<file path="src/rtl/binning_pkg.sv">
// Shared types and width helpers for the K x K binning datapath and its sequencer.
package binning_pkg;

    // Sequencer states: waiting for start of frame, filling a band, last row of a band
    typedef enum logic [1:0] {
        S_WAIT_SOF = 2'd0,
        S_FILL     = 2'd1,
        S_LAST     = 2'd2
    } sched_state_t;

    // Legal bin edge range (power of two)
    localparam int MIN_KERNEL = 2;
    localparam int MAX_KERNEL = 16;

    // log2 of the bin edge; K is a power of two so this is exact
    function automatic int log2k(input int k);
        return $clog2(k);
    endfunction

    // Bits needed to carry a coordinate in 0..res-1
    function automatic int coord_w(input int res);
        return (res > 1) ? $clog2(res) : 1;
    endfunction

    // Bits needed to carry a binned coordinate (coordinate >> log2K)
    function automatic int bin_w(input int res, input int k);
        return coord_w(res) - log2k(k);
    endfunction

endpackage

</file>
<file path="src/rtl/binning_sync_check.sv">
// Stream continuity checker: remembers the last accepted beat and flags whether
// the current beat is its raster successor, a start of frame, or the final beat.
module binning_sync_check
    import binning_pkg::*;
#(
    parameter int HRES = 1280,
    parameter int VRES = 720
) (
    input  logic                     clk,
    input  logic                     rst_n,
    input  logic [coord_w(HRES)-1:0] hcount,
    input  logic [coord_w(VRES)-1:0] vcount,
    input  logic                     accept,
    output logic                     expected,
    output logic                     sof,
    output logic                     eof
);
    localparam int HW  = coord_w(HRES);
    localparam int VW  = coord_w(VRES);
    localparam int HW1 = HW + 1;
    localparam int VW1 = VW + 1;

    logic [HW-1:0] prev_h;
    logic [VW-1:0] prev_v;
    logic [HW:0]   h_inc;
    logic [VW:0]   v_inc;

    // Capture coordinates of every beat the sequencer accepts
    always_ff @(posedge clk or negedge rst_n) begin
        if (!rst_n) begin
            prev_h <= '0;
            prev_v <= '0;
        end else if (accept) begin
            prev_h <= hcount;
            prev_v <= vcount;
        end
    end

    // One extra bit so the increment never wraps into a false match
    assign h_inc = {1'b0, prev_h} + HW1'(1);
    assign v_inc = {1'b0, prev_v} + VW1'(1);

    assign expected = ((vcount == prev_v) && ({1'b0, hcount} == h_inc)) ||
                      ((hcount == '0) && ({1'b0, vcount} == v_inc) &&
                       (prev_h == HW'(HRES - 1)));
    assign sof      = (hcount == '0) && (vcount == '0);
    assign eof      = (hcount == HW'(HRES - 1)) && (vcount == VW'(VRES - 1));

endmodule

</file>
<file path="src/rtl/binning_sched.sv">
// Control sequencer for the K x K binning datapath: line-buffer write select,
// accumulate/emit strobes, bin coordinates, frame-done and sync-error pulses.
// Optional BINNING_SCHED_STATS_EN adds saturating frame and error counters.
module binning_sched
    import binning_pkg::*;
#(
    parameter int HRES        = 1280,
    parameter int VRES        = 720,
    parameter int KERNEL_SIZE = 4
) (
    input  logic                                 clk_in,
    input  logic                                 rst_n_in,
    input  logic [coord_w(HRES)-1:0]             hcount_in,
    input  logic [coord_w(VRES)-1:0]             vcount_in,
    input  logic                                 data_valid_in,
    output logic [KERNEL_SIZE-1:0]               wr_sel_out,
    output logic                                 acc_en_out,
    output logic                                 emit_out,
    output logic [bin_w(HRES, KERNEL_SIZE)-1:0]  bin_hcount_out,
    output logic [bin_w(VRES, KERNEL_SIZE)-1:0]  bin_vcount_out,
    output logic                                 frame_done_out,
    output logic                                 sync_err_out
`ifdef BINNING_SCHED_STATS_EN
    ,
    output logic [15:0]                          frame_count_out,
    output logic [15:0]                          err_count_out
`endif
);
    localparam int HW         = coord_w(HRES);
    localparam int LK         = log2k(KERNEL_SIZE);
    localparam int BHW        = bin_w(HRES, KERNEL_SIZE);
    localparam int BVW        = bin_w(VRES, KERNEL_SIZE);
    localparam int FULL_COLS  = HRES / KERNEL_SIZE;
    localparam int FULL_BANDS = VRES / KERNEL_SIZE;

    logic [1:0]             rst_sync;
    logic                   rst_n;
    sched_state_t           state, state_nx;
    logic [LK-1:0]          row_idx, row_nx;
    logic [BVW-1:0]         band, band_nx;
    logic                   accept, expected, sof, eof;
    logic [KERNEL_SIZE-1:0] wr_sel_nx;
    logic                   acc_nx, emit_nx, done_nx, err_nx;

    // Reset asserts immediately, releases two clocks after rst_n_in rises
    always_ff @(posedge clk_in or negedge rst_n_in) begin
        if (!rst_n_in) rst_sync <= 2'b00;
        else           rst_sync <= {rst_sync[0], 1'b1};
    end
    assign rst_n = rst_sync[1];

    binning_sync_check #(.HRES(HRES), .VRES(VRES)) u_sync (
        .clk      (clk_in),
        .rst_n    (rst_n),
        .hcount   (hcount_in),
        .vcount   (vcount_in),
        .accept   (accept),
        .expected (expected),
        .sof      (sof),
        .eof      (eof)
    );

    // State and band/row counters
    always_ff @(posedge clk_in or negedge rst_n) begin
        if (!rst_n) begin
            state   <= S_WAIT_SOF;
            row_idx <= '0;
            band    <= '0;
        end else begin
            state   <= state_nx;
            row_idx <= row_nx;
            band    <= band_nx;
        end
    end

    // Next state and next output values for the current beat
    always_comb begin
        state_nx  = state;
        row_nx    = row_idx;
        band_nx   = band;
        accept    = 1'b0;
        wr_sel_nx = '0;
        acc_nx    = 1'b0;
        emit_nx   = 1'b0;
        done_nx   = 1'b0;
        err_nx    = 1'b0;
        if (data_valid_in) begin
            if (state != S_WAIT_SOF && expected) begin
                accept = 1'b1;
                // A continuous beat at column 0 is always a row change
                if (hcount_in == '0) begin
                    row_nx = row_idx + LK'(1);
                    if (row_nx == '0) begin
                        band_nx  = band + BVW'(1);
                        state_nx = S_FILL;
                    end else if (row_nx == LK'(KERNEL_SIZE - 1)) begin
                        state_nx = S_LAST;
                    end
                end
            end else begin
                // Out-of-order beat while active is an error; an SOF always restarts
                err_nx   = (state != S_WAIT_SOF);
                state_nx = S_WAIT_SOF;
                if (sof) begin
                    accept   = 1'b1;
                    row_nx   = '0;
                    band_nx  = '0;
                    state_nx = S_FILL;
                end
            end
            if (accept) begin
                wr_sel_nx = KERNEL_SIZE'(1) << row_nx;
                acc_nx    = (state_nx == S_LAST);
                // Only complete bins emit: skip trailing partial columns and bands
                emit_nx   = acc_nx &&
                            (hcount_in[LK-1:0] == LK'(KERNEL_SIZE - 1)) &&
                            (int'(hcount_in[HW-1:LK]) < FULL_COLS) &&
                            (int'(band_nx) < FULL_BANDS);
                if (eof && !sof) begin
                    done_nx  = 1'b1;
                    state_nx = S_WAIT_SOF;
                end
            end
        end
    end

    // Registered outputs; bin coordinates hold between accepted beats
    always_ff @(posedge clk_in or negedge rst_n) begin
        if (!rst_n) begin
            wr_sel_out     <= '0;
            acc_en_out     <= 1'b0;
            emit_out       <= 1'b0;
            frame_done_out <= 1'b0;
            sync_err_out   <= 1'b0;
            bin_hcount_out <= '0;
            bin_vcount_out <= '0;
        end else begin
            wr_sel_out     <= wr_sel_nx;
            acc_en_out     <= acc_nx;
            emit_out       <= emit_nx;
            frame_done_out <= done_nx;
            sync_err_out   <= err_nx;
            if (accept) begin
                bin_hcount_out <= hcount_in[HW-1:LK];
                bin_vcount_out <= band_nx;
            end
        end
    end

`ifdef BINNING_SCHED_STATS_EN
    // Saturating frame and error counters
    always_ff @(posedge clk_in or negedge rst_n) begin
        if (!rst_n) begin
            frame_count_out <= '0;
            err_count_out   <= '0;
        end else begin
            if (done_nx && frame_count_out != 16'hFFFF) frame_count_out <= frame_count_out + 16'd1;
            if (err_nx && err_count_out != 16'hFFFF)   err_count_out   <= err_count_out + 16'd1;
        end
    end
`endif

endmodule

</file>
<file path="config.mk">
export PLATFORM = sky130hd
export DESIGN_NAME = binning_sched
export DESIGN_NICKNAME = d
export VERILOG_FILES = /design/src/rtl/binning_pkg.sv /design/src/rtl/binning_sync_check.sv /design/src/rtl/binning_sched.sv
export SDC_FILE = /design/constraint.sdc
export NUM_CORES = 1
export LEC_CHECK = 0
export BUFFER_PORTS_ARGS = -buffer_cell sky130_fd_sc_hd__buf_2
export CAP_MARGIN = 10
export CORE_AREA = 10 10 97 99
export CTS_BUF_LIST = sky130_fd_sc_hd__clkbuf_8
export DETAILED_ROUTE_END_ITERATION = 7
export DIE_AREA = 0 0 107 109
export PLACE_DENSITY = 0.7
export SLEW_MARGIN = 20
export SYNTH_ARGS = -nofsm -noshare
export SYNTH_HDL_FRONTEND = slang
export SYNTH_HIERARCHICAL = 1
export SYNTH_SLANG_ARGS = --single-unit
</file>
<file path="constraint.sdc">
create_clock -name clk_in -period 1.8 [get_ports clk_in]
set_input_delay 0.09 -clock clk_in [delete_from_list [all_inputs] [get_ports clk_in]]
set_output_delay 0.09 -clock clk_in [all_outputs]
set_load 0.01 [all_outputs]
</file>
### After elaboration in Yosys (flattened, before gate mapping)

Index checks and enable logic that the tools add are counted.

| cells by class | value |
|---|---|
| magnitude comparators | 2 |
| shift-type cells | 1 |
| $add $sub $neg | 4 |
| reduce and logical (&&, ||, !) cells | 16 |
| equal/unequal tests | 9 |
| multiplexer cells | 33 |

Operators with widths:

| cell | count |
|---|---|
| $mux 8 | 6 |
| $eq 11x11->1 const B | 2 |
| $mux 2 | 11 |
| $mux 1 | 14 |
| $add 11x1->12 const B | 1 |
| $eq 11x12->1 | 1 |
| $add 10x1->11 const B | 1 |
| $eq 10x11->1 | 1 |
| $logic_not 11->1 | 1 |
| $eq 10x10->1 | 1 |
| $eq 10x10->1 const B | 1 |
| $logic_and 1x1->1 | 10 |
| $logic_not 10->1 | 1 |
| $lt 9x9->1 const B | 1 |
| $add 8x1->8 const B | 1 |
| $lt 8x8->1 const B | 1 |
| $mux 4 | 2 |
| $eq 2x2->1 const B | 3 |
| $shl 1x2->4 const A | 1 |
| $add 2x1->2 const B | 1 |
| $logic_not 2->1 | 1 |
| $reduce_bool 2->1 | 1 |
| $logic_not 1->1 | 1 |
| $logic_or 1x1->1 | 1 |

| storage, ports and cells | value |
|---|---|
| register bits after elaboration | 60 |
| input port bits | 24 |

### Logic depth before layout (Yosys ltp)

| depth | value |
|---|---|
| word-level depth | 14 |
| mapped depth | 14 |
| depth with buffers taken out | 11 |

### By module

Netlist, hierarchy kept.

Modules (own cells, without submodules):

| module | area each (um^2) | times used | cells an instance |
|---|---|---|---|
| binning_sched | 2001.9 | 1 | 205 |
| binning_sync_check | 1645.3 | 1 | 174 |

### Worst setup path before layout

Ideal clock, no wire load.

| timing | value |
|---|---|
| path type | reg2reg |
| start point | register u_sync.prev_h[0] |
| end point | register u_sync.prev_h[4] |
| period minus slack after synthesis | 3621 ps |
| arrival | 3496 ps |
| buffers on the path | 3 |
| slack | -1821 ps |
| library setup time | 125 ps |
| stages on the path, launching flop included | 14 |
| path through | dfrtp_1 > ha_1 > xor2_1 > nor4b_1 > nand4_1 > a2111o_1 > o32ai_2 > o21a_1 > clkbuf_1 > o21ai_1 > inv_1 > clkbuf_1 > clkbuf_1 > mux2_2 |

| between the ends | value |
|---|---|
| longest elaborated chain between the ends | 8 |

RTL lines:

| element | line | text |
|---|---|---|
| start: declaration | binning_sync_check.sv:23 | `logic [HW-1:0] prev_h;` |
| start signal: assignment | binning_sync_check.sv:34 | `prev_h <= hcount;` |
| $add 11x1->12 | binning_sync_check.sv:40 | `assign h_inc = {1'b0, prev_h} + HW1'(1);` |
| $eq 11x12->1 | binning_sync_check.sv:43 | `assign expected = ((vcount == prev_v) && ({1'b0, hcount} == h_inc)) \|\|` |
| $logic_and 1x1->1 | binning_sync_check.sv:43 |  |
| $logic_or 1x1->1 * | binning_sync_check.sv:43 |  |
| net expected | binning_sched.sv:41 | `logic accept, expected, sof, eof;` |
| $logic_and 1x1->1 * | binning_sched.sv:88 | `if (state != S_WAIT_SOF && expected) begin` |
| $mux 1 * | binning_sched.sv:88 |  |
| $mux 1 * (2 in a row) | binning_sched.sv:87 | `if (data_valid_in) begin` |
| net accept | binning_sched.sv:41 |  |

The timed path passes the listed nets; every way through them passes the cells marked *. The select of a mux whose other input is x is not followed.
A chain may end at the register's enable or synchronous reset.

### Worst setup path in the final report

| timing | value |
|---|---|
| start point | register u_sync.prev_h[1] |
| end point | register emit_out |

| between the ends | value |
|---|---|
| longest elaborated chain between the ends | 13 |

RTL lines:

| element | line | text |
|---|---|---|
| $add 11x1->12 | binning_sync_check.sv:40 |  |
| $eq 11x12->1 | binning_sync_check.sv:43 |  |
| $logic_and 1x1->1 | binning_sync_check.sv:43 |  |
| $logic_or 1x1->1 * | binning_sync_check.sv:43 |  |
| net expected | binning_sched.sv:41 |  |
| $logic_and 1x1->1 * | binning_sched.sv:88 |  |
| branches (longest 6 deep; another with $lt 8x8->1) | - |  |
| $mux 1 * | binning_sched.sv:111 | `if (accept) begin` |
| $mux 1 * | binning_sched.sv:87 |  |
| net emit_nx | binning_sched.sv:43 | `logic acc_nx, emit_nx, done_nx, err_nx;` |
| end signal: assignment | binning_sched.sv:140 | `emit_out <= emit_nx;` |
| end: declaration | binning_sched.sv:18 | `output logic emit_out,` |

Mark *: on every way through the listed nets, which the timed path passes. The select of a mux whose other input is x is not followed.

==> flow_summary.yaml <==
grt:
  grt_overflow: 0
  antenna_found_initial: 0
  grt_pass1_vias: 3695
  grt_max_degree: 43
  grt_pass1_wl_um: 18700
  grtUsageTotal_pct: 19.9
final_layout:
  stdcell_count: 649
  final_util_pct: 73.8
  layout-drive-gt1-share_pct: 49.0
  fill_cells: 535
  diodes: 0
  postLayoutCellArea_um2: 5560
  areaGrowthSynthToFinish_pct: 52.4
  nets: 570
floorplan:
  boundaryPins: 49
  rows: 32
  start_util_pct: 48.5
  die_h_um: 109
  dieWidth_um: 107
  die_area_um2: 11700
  core_um2: 7530
synthesis:
  syn_nets: 407
  synthDistinctLibCells: 60
  yosysTopAreaCell: "dfrtp_1"
  async_flop_share_pct: 100
  syn_area_per_cell_um2: 9.62
  yosys_warnings: 6
  synthTopCellsByArea: "dfrtp_1, mux2_2, xnor2_1"
  ys.flop_type: "dfrtp_1"
  synth_top_cell_area_share_pct: 41.2
  synth_area_um2: 3650
  netlist_top_cells_count: "dfrtp_1, nand2_1, mux2_2"
  ys_seq_elements: 60
  ys_seq_area_share_pct: 41.2
  yosysMostFrequentCell: "dfrtp_1"
  synth_edf_count: 0
  syn_inst: 379
clock_network:
  cts_buffer_depth: 2
  htree_num_levels: 3
  clk_pin_slew_ps: 80
  numClockSinks: 60
  cts_root_buffer: "clkbuf_8"
  cts_tree: "done"
  cts_buffers: 9
  clock_latency_ps: 360
sta:
  maxSlewViolCount: 0
  max_freq_ghz: 0.314
  hold-worst-slack_ps: 34.6
  period_share_pct: 177
  timing.setup.tns_ps: -70210
  layout_setup_ws_ps: -1390
  finalSetupViolations: 58
  fin_crit_ps: 3190
  skew_ps: 8.34
  hold_viol: 0
  rsz0062_at_grt: "yes"
status:
  status: "finished, violations left"
  violations: "negative setup slack"
power:
  power_switching_mw: 0.800
  p_seq_share_pct: 46.9
  p_int_mw: 2.14
  p_leak_nw: 2.55
  netSwitchingFraction_pct: 27.2
  p_comb_share_pct: 10.2
  clockPowerShare_pct: 42.9
  p_per_area_nw_per_um2: 529
  vdd_drop_max_uv: 436
critical_path:
  arrival_ps: 3460
  worstPathRequired_ps: 2070
  endpoint_kind: "flip-flop"
  critPathLaunchType: "flip-flop"
  crit_type: "flip-flop to flip-flop"
  cp_max_fo: 5
drt:
  drt_iter0_drc: 350
  ant_nets: 0
  wl_um: 12200
  vias: 3832
  route.detailed.drc: 0
  viasPerCell: 5.90
  wire_per_inst_um: 18.8
  drt_first_pass_iters: 5
placed_design:
  io_buffers: 48
  dp_cells: 617
  hpwl_um: 8300
  gp_congestion: 0.970
  dpl_cell_area_um2: 4880
job:
  drv_cap: 0
min_path:
  worst_hold_path_type: "input port to flip-flop"
## final timing paths
kind | slack, ps | from | endpoint | cells past startpoint
max in group asynchronous | 1030 | rst_sync[1]$_DFF_PN0_ | u_sync/prev_v[3]$_DFFE_PN0P_ | 1
min reg2reg | 210 | rst_sync[1]$_DFF_PN0_ | bin_hcount_out[0]$_DFFE_PN0P_ | 0
min | 30 | hcount_in[10] | u_sync/prev_h[10]$_DFFE_PN0P_ | 2
max reg2reg | -1390 | u_sync/prev_h[1]$_DFFE_PN0P_ | emit_out$_DFF_PN0_ | 12
max | -1390 | u_sync/prev_h[1]$_DFFE_PN0P_ | emit_out$_DFF_PN0_ | 12
min in group asynchronous | 40 | rst_n_in | rst_sync[0]$_DFF_PN0_ | 2
## state kept, by name, indices dropped and copies added, names as in the netlist
signal          cells
acc_en_out          1
band                8
bin_hcount_out      9
bin_vcount_out      8
emit_out            1
frame_done_out      1
row_idx             2
rst_sync            2
state               2
sync_err_out        1
u_sync/prev_h      11
u_sync/prev_v      10
wr_sel_out          4
## per-layer routing
metal  share of wire [%]  global-route usage (%)  vias to the layer above  routed length [um]
li1                    -                       -                     1757                   -
met1                  41                    24.6                     1866                4990
met2                  49                    33.1                      179                5950
met3                 8.1                    4.90                       30                 986
met4                 2.2                    7.35                        0                 269
met5                   0                       0                        -                   0
## layout make-up
cell class,instances,area (um^2),area share (%)
tap,102,128,2.30
clock buffer,9,124,2.23
inverter,8,35.0,0.630
multi-input combinational,293,2370,42.6
timing repair buffer,170,1330,23.8
clock inverter,7,76.3,1.37
sequential,60,1500,27.0
## worst max-delay path, stage by stage, from the launching register on
cell	delay, ps
dfrtp_1	400
ha_4	200
nand3_4	100
nor4_2	300
o22ai_1	140
a2111o_1	410
o32ai_2	290
buf_4	160
o211ai_1	80
or4_4	480
nor3_2	170
o22ai_1	110
a311oi_2	250
## cell usage in the layout (no fill, tap or decap), drive strengths merged, types with 3 or more instances in the layout
| cell type | n |
|---|---|
| o31a | 3 |
| nand4b | 3 |
| and3 | 11 |
| nor2b | 4 |
| buf | 167 |
| o21ai | 28 |
| or3 | 4 |
| nand2 | 31 |
| o22ai | 3 |
| a211oi | 3 |
| nor4b | 3 |
| nor3 | 12 |
| nor2 | 19 |
| dfrtp | 60 |
| xnor2 | 17 |
| and4 | 3 |
| clkinv | 4 |
| nand3 | 15 |
| inv | 8 |
| or4 | 6 |
| a311oi | 3 |
| nand4 | 14 |
| a21oi | 13 |
| xor2 | 16 |
| mux2 | 28 |
| nor4 | 14 |
| clkbuf | 11 |
| o31ai | 3 |
| o211ai | 3 |
| ha | 4 |
| a31oi | 8 |
## cells by family after synthesis
logic type,count (synthesis),share of synthesized area (%)
compound gates,80,14.7
simple gates,145,22.5
other cells,1,0.103
mux,30,9.19
fa+ha+maj,4,1.37
xor+xnor,33,7.92
flops,60,41.2
buf+inv,26,2.98
## metrics by stage
stage                     setup WS, ps  total power, mW
after detailed placement         -1460             1.68
after CTS                        -1380             2.94
after global placement           -1250             1.67
after global routing             -1530             3.04
final                            -1390             2.94
after floorplan                  -1210             1.52
## power groups by stage
stage / clock [mW] / sequential (mW) / combinational [mW]
floorplan: 0 / 1.41 / 0.105
global placement: 0 / 1.40 / 0.270
detailed placement: 0 / 1.40 / 0.277
CTS: 1.27 / 1.38 / 0.291
global route: 1.34 / 1.38 / 0.320
finish: 1.26 / 1.38 / 0.299
## timing repair
item | CTS | global route
resized for setup | 44 | 33
cloned | 1 | 3
endpoints found under the setup margin | 58 | 58
buffers inserted | 6 | 5
hold endpoints to repair | 2 | 0
pin swaps | 4 | 6
hold buffers | 1 | 0
No activity file was read; power rests on OpenSTA's default activity.
